**config.mk**
```make
export PLATFORM = sky130hd
export DESIGN_NAME = ram32x4_hex_console
export DESIGN_NICKNAME = d
export VERILOG_FILES = /design/src/rtl/ram32x4_hex_console.sv
export SDC_FILE = /design/constraint.sdc
export NUM_CORES = 1
export LEC_CHECK = 0
export ABC_AREA = 1
export CAP_MARGIN = 0
export CORE_ASPECT_RATIO = 0.9
export CORE_UTILIZATION = 53
export CTS_CLUSTER_DIAMETER = 100
export DETAILED_ROUTE_END_ITERATION = 7
export GPL_TIMING_DRIVEN = 0
export PLACE_DENSITY = 0.76
export SLEW_MARGIN = 15
export SYNTH_ARGS = -nofsm -noshare
export SYNTH_HDL_FRONTEND = slang
export SYNTH_SLANG_ARGS = --single-unit
export TNS_END_PERCENT = 1
```
**constraint.sdc**
```tcl
create_clock -name CLOCK_50 -period 1.63 [get_ports CLOCK_50]
set_input_delay 0.489 -clock CLOCK_50 [delete_from_list [all_inputs] [get_ports CLOCK_50]]
set_output_delay 0.489 -clock CLOCK_50 [all_outputs]
set_load 0.01 [all_outputs]
```
**src/rtl/ram32x4_hex_console.sv**
```systemverilog
// ram32x4_hex_console
//
// Board-level console for a 32-word x 4-bit single-port RAM. Everything runs on
// CLOCK_50; KEY[0] is synchronised and edge-detected into a one-cycle clock
// enable (the "RAM strobe"), and is never used as a clock.
//
// Ports
//   CLOCK_50  in   1  system clock, all flops on its rising edge
//   reset_n   in   1  synchronous active-low reset
//   SW        in  10  SW[9] write enable, SW[8:4] address, SW[3:0] write data
//   KEY       in   4  active-low buttons; KEY[0] is the RAM strobe, KEY[3:1] unused
//   HEX5      out  7  address bit 4 as a hex digit
//   HEX4      out  7  address bits 3:0
//   HEX3      out  7  blank
//   HEX2      out  7  synchronised write data
//   HEX1      out  7  blank
//   HEX0      out  7  RAM output q
//
// Configuration macro
//   RAM_CLEAR_ON_RESET_EN  when defined, reset also zeroes every memory word;
//                          otherwise memory contents survive reset.
//
// There is no handshake and no FSM: the only control is the strobe pulse,
// which advances both RAM stages together or not at all.

module ram32x4_hex_console #(
    parameter int SYNC_STAGES = 2,
    parameter int ADDR_WIDTH  = 5,
    parameter int DATA_WIDTH  = 4
) (
    input  logic       CLOCK_50,
    input  logic       reset_n,
    input  logic [9:0] SW,
    input  logic [3:0] KEY,
    output logic [6:0] HEX5,
    output logic [6:0] HEX4,
    output logic [6:0] HEX3,
    output logic [6:0] HEX2,
    output logic [6:0] HEX1,
    output logic [6:0] HEX0
);

    localparam int DEPTH = 1 << ADDR_WIDTH;

    // Active-low segments {g,f,e,d,c,b,a}
    function automatic logic [6:0] hex7(input logic [3:0] d);
        logic [6:0] s;
        case (d)
            4'h0:    s = 7'b1000000;
            4'h1:    s = 7'b1111001;
            4'h2:    s = 7'b0100100;
            4'h3:    s = 7'b0110000;
            4'h4:    s = 7'b0011001;
            4'h5:    s = 7'b0010010;
            4'h6:    s = 7'b0000010;
            4'h7:    s = 7'b1111000;
            4'h8:    s = 7'b0000000;
            4'h9:    s = 7'b0010000;
            4'hA:    s = 7'b0001000;
            4'hB:    s = 7'b0000011;
            4'hC:    s = 7'b1000110;
            4'hD:    s = 7'b0100001;
            4'hE:    s = 7'b0000110;
            default: s = 7'b0001110;
        endcase
        return s;
    endfunction

    // ---------------- input synchronisers ----------------
    logic [9:0]             sw_sync [SYNC_STAGES];
    logic [SYNC_STAGES-1:0] key_sync;

    always_ff @(posedge CLOCK_50) begin
        if (!reset_n) begin
            for (int i = 0; i < SYNC_STAGES; i++) sw_sync[i] <= '0;
            key_sync <= '1;  // idle = released
        end else begin
            sw_sync[0] <= SW;
            for (int i = 1; i < SYNC_STAGES; i++) sw_sync[i] <= sw_sync[i-1];
            key_sync <= {key_sync[SYNC_STAGES-2:0], KEY[0]};
        end
    end

    logic [9:0]            sw_s;
    logic                  key_s;
    logic                  we_s;
    logic [ADDR_WIDTH-1:0] addr_s;
    logic [DATA_WIDTH-1:0] data_s;

    assign sw_s   = sw_sync[SYNC_STAGES-1];
    assign key_s  = key_sync[SYNC_STAGES-1];
    assign we_s   = sw_s[9];
    assign addr_s = sw_s[4 +: ADDR_WIDTH];
    assign data_s = sw_s[0 +: DATA_WIDTH];

    logic unused_keys;
    assign unused_keys = ^KEY[3:1];

    // ---------------- strobe: rising edge (release) of KEY[0] ----------------
    // key_prev resets to 1 so the post-reset state never looks like a release.
    logic key_prev;
    logic strobe;

    always_ff @(posedge CLOCK_50) begin
        if (!reset_n) key_prev <= 1'b1;
        else          key_prev <= key_s;
    end

    assign strobe = key_s & ~key_prev;

    // ---------------- RAM: stage 1 (inputs) and q ----------------
    logic [ADDR_WIDTH-1:0] addr_r;
    logic [DATA_WIDTH-1:0] data_r;
    logic                  we_r;
    logic [DATA_WIDTH-1:0] q;
    logic [DATA_WIDTH-1:0] mem [DEPTH];

    // q samples mem[addr_r] before this strobe's write lands (read-old-data),
    // and stage 1 reloads in the same edge, so stage 2 always uses the old
    // stage-1 contents.
    always_ff @(posedge CLOCK_50) begin
        if (!reset_n) begin
            addr_r <= '0;
            data_r <= '0;
            we_r   <= 1'b0;
            q      <= '0;
        end else if (strobe) begin
            q      <= mem[addr_r];
            addr_r <= addr_s;
            data_r <= data_s;
            we_r   <= we_s;
        end
    end

    // ---------------- RAM: stage 2 (array) ----------------
`ifdef RAM_CLEAR_ON_RESET_EN
    always_ff @(posedge CLOCK_50) begin
        if (!reset_n) begin
            for (int i = 0; i < DEPTH; i++) mem[i] <= '0;
        end else if (strobe && we_r) begin
            mem[addr_r] <= data_r;
        end
    end
`else
    // No reset on the array; reset only blocks a write in its own cycle.
    always_ff @(posedge CLOCK_50) begin
        if (reset_n && strobe && we_r) mem[addr_r] <= data_r;
    end
`endif

    // ---------------- displays ----------------
    assign HEX5 = hex7({3'b000, addr_s[4]});
    assign HEX4 = hex7(addr_s[3:0]);
    assign HEX3 = 7'b1111111;
    assign HEX2 = hex7(data_s);
    assign HEX1 = 7'b1111111;
    assign HEX0 = hex7(q);

endmodule

```
Word-level counts from Yosys, hierarchy flattened
Memories as Yosys holds them, arrays and structs flattened. A register that Yosys moved wholly into a read port is not among the register bits. Index checks and enable logic that the tools add are counted.

Flip-flop bits (word level): 13. Memory bits (writable): 148. Memory bits (read-only): 336. Input bits: 16. Output and inout port bits: 42. Logic and storage cells: 25. Memories kept: 5.

Muxes and demuxes: 7. Bitwise operators: 5. Reduce and logical (&&, ||, !) cells: 3.

Memory list: mem (words 32, width 4, rd ports 1, clocked after memory_dff 1, write ports 1, line 116) `logic [DATA_WIDTH-1:0] mem [DEPTH];`; (no name shown) (words 16, width 7, rd ports 1, clocked after memory_dff 0, write ports 0, line 48) `case (d)`; (no name shown) (words 16, width 7, rd ports 1, clocked after memory_dff 0, write ports 0, line 48); (no name shown) (words 16, width 7, rd ports 1, clocked after memory_dff 0, write ports 0, line 48); sw_sync (words 2, width 10, rd ports 2, clocked after memory_dff 0, write ports 2, line 70) `logic [9:0] sw_sync [SYNC_STAGES];`.

Operator list (number): $mux 10 (2); $pmux 7 s2 (1); $mux 1 (4); $logic_and 1x1->1 (2); $not 1->1 (2); $or 1x1->1 (2); $and 1x1->1 (1); $logic_not 1->1 (1).

Depth between registers and ports, before layout
Depth in word-level cells: 6. Mapped depth: 14. Depth with buffers taken out: 11.

Worst setup path before layout
No wires, ideal clock.

Path type: register -> output. From: mem sw_sync[1][4], in the netlist sw_sync[0][14]. To: out HEX4[3]. Arrival: 1.338 ns. Required time: 1.141 ns. Setup slack: -0.197 ns. Cell stages (with the launch flop): 4. Path buffers: 0. Cells stage by stage: dfxtp_1 -> inv_1 -> ha_1 -> o311ai_0.

RTL lines: start: declaration (line 70); end: declaration (line 36) `output logic [6:0] HEX4,`.

==> out/qor.yml <==
status: "finished with violations"
failed_checks: "setup timing"
initial_core_util_pct: 55.4
fin_crit_ns: 2.03
synth-seq-cells: 165
min_to: "sw_sync[0][12]"
grt_max_degree: 34
reg2reg_to: "mem[4][1]"
clkTransAtPathRegs_ns: 0.06
wl_per_cell_um: 15.4
worstHoldStart: "sw_sync[0][2]"
dieWidth_um: 127
cts_tree: "built"
layout_setup_ws_ns: -0.399
mostFrequentLayoutCells: "nand2_1 (309), edfxtp_1 (128), nand3_1 (60), inv_1 (47), buf_4 (42)"
die_y_um: 115
avgSynthCellArea_um2: 9.44
ant_nets: 0
h-tree-depth: 4
viasPerCell: 5.18
routed_wl_um: 16600
row_count: 40
fin_setup_tns_ns: -22.18
ff2ff_path_depth: 4
ctsHoldBuffers: 0
clock_latency_ns: 0.43
grt_pass1_wl_um: 25500
place.gp.congestion: 0.859
postSynthCellCount: 796
p_per_area_nw_per_um2: 972
tightest_slew_ns: 0.690
startpoint_type: "flip-flop"
crit_fanout: 6
layout.nets: 914
clock-sinks: 165
ys_seq_area_share_pct: 61.0
synth_cell_types: 27
post_dp_cell_area_um2: 8180
coreArea_um2: 13600
drc: 0
maxSlewViolCount: 0
max-cap-violations: 0
synth_top_flop_cell: "edfxtp_1"
slew_headroom_pct: 54.0
critPathRequiredTime_ns: 1.14
cts_buffer_depth: 2
worstPathArrival_ns: 1.54
num_vias: 5589
cts-root-buf: "clkbuf_16"
reg2reg_from: "addr_r[2]"
hold_depth: 2
skew_ns: 0.00868
final_common_cell: "nand2_1"
io_pins: 58
critPathKind: "flip-flop to output pin"
p_leak_nw: 4.03
end_kind: "output pin"
rsz0062_at_grt: "true"
drive_above_1_share_pct: 25.5
ys_warn_count: 0
grt_pass1_vias: 5148
synth_area_um2: 7510
fmax_ghz: 0.493
timing.final.crit_share_pct: 124
io_buffers: 37
vdd_drop_max_mv: 0.723
track_usage_pct: 23.4
diodes: 0
dr.first_iter.drc_count: 532
antenna_found_initial: 0
grt.overflow.total: 0
synthArstFlopShare_pct: 0
synth_edf_count: 128
setup_viol: 151
syn2layout_area_growth_pct: 23.7
hold_class: "flip-flop to flip-flop"
cts_buffers: 17
dr.pass1.iters: 5
worst-r2r-setup-slack_ns: -0.19
dpl.hpwl_um: 10400
stdcell_area_um2: 9290
hold_viol: 0
fp.dieArea_um2: 14700
-- registers in the layout, summed over array words and instances (netlist names) --
register	flops
sw_sync	20
mem	128
key_sync	2
q	4
key_prev	1
data_r	4
addr_r	5
we_r	1
-- synth_stat cells (2+ instances only) --
library cell  number  area [um^2]
buf_1              2         7.51
buf_2             12         60.1
o211ai_1           3         22.5
edfxtp_1         128         3840
o2111ai_1          3         26.3
or2_2              2         12.5
dfxtp_1           37          741
o21ai_0           19         95.1
nand2_1          317         1190
nand3_2            4         40.0
buf_6              6         67.6
nand3_1           62          310
o311ai_0           3         26.3
nor2_1            48          180
buf_4             23          173
nor3_1             8         40.0
clkbuf_1          13         48.8
inv_1             58          218
a21oi_1           14         70.1
o21ai_1            3         15.0
conb_1             2         7.51
ha_1              21          263
nand4_1            4         25.0
-- per-stage QoR --
stage | cells | worst slack (ns) | total power (W) | hold WS, ns | utilization (%)
after detailed placement | 1037 | -0.966 | 0.00518 | 0.398 | 60.3
final | 1079 | -0.399 | 0.00902 | 0.409 | 68.5
after floorplan | 811 | -0.0665 | 0.00497 | 0.390 | -
after global placement | 1037 | -0.945 | 0.00517 | 0.392 | 60.3
after global routing | 1079 | -0.455 | 0.00929 | 0.420 | 68.5
after CTS | 1068 | -0.407 | 0.00899 | 0.409 | 66.7
-- worst max-delay path by stage --
stage,slack (ns),endpoint,startpoint
3_5_place_dp,-0.97,mem[6][0],reset_n
5_1_grt,-0.46,HEX4[3],sw_sync[0][14]
6_report,-0.40,HEX2[3],sw_sync[0][10]
4_1_cts,-0.41,HEX2[3],sw_sync[0][10]
3_3_place_gp,-0.94,mem[5][0],reset_n
2_1_floorplan,-0.07,HEX0[3],q[0]
-- layout make-up --
| cell class | count | area [um^2] |
|---|---|---|
| Buffer | 51 | 360 |
| Clock buffer | 19 | 433 |
| Clock inverter | 13 | 148 |
| Fill cell | 991 | 4280 |
| Inverter | 59 | 259 |
| Multi-Input combinational cell | 531 | 2840 |
| Sequential cell | 165 | 4630 |
| Tap cell | 189 | 236 |
| Timing Repair Buffer | 52 | 374 |
-- logic make-up (layout without fill, tap and decap cells) --
| family | count (synthesis) | in the layout | share of synthesized area [%] |
|---|---|---|---|
| fa+ha+maj | 21 | 21 | 3.50 |
| compound gates | 47 | 47 | 3.58 |
| flops | 165 | 165 | 61.0 |
| simple gates | 446 | 446 | 24.1 |
| buf+inv | 115 | 194 | 7.70 |
| other cells | 2 | 17 | 0.100 |
-- layer usage --
layer	vias to the layer above	GRT usage [%]	wire, um
met2	203	39.1	8120
met5	-	0	0
met3	31	5.21	1000
met4	0	11.0	344
met1	2624	29.2	7130
li1	2731	-	-
-- critical path, cell delays in order, from the launching register on --
cell and delay (ns):
dfxtp_4 0.39, inv_6 0.06, ha_1 0.22, nand2_2 0.07, nand2_1 0.06, nand2_2 0.07, o311ai_4 0.08, buf_2 0.15
-- timing repair --
| action | CTS | global route |
|---|---|---|
| gates resized for setup | 211 | 44 |
| buffers inserted | 4 | 11 |
| cloned | 0 | 0 |
| pin swaps | 9 | 11 |
| endpoints found under the hold margin | 0 | 0 |
| endpoints found under the setup margin | 157 | 153 |
-- power by group --
part / internal, W / total, W / switching (W)
Sequential: 0.00453 / 0.00461 / 0.0000770
Combinational: 0.000223 / 0.000538 / 0.000315
Clock: 0.00227 / 0.00388 / 0.00161
(Power assumes the default switching activity.)
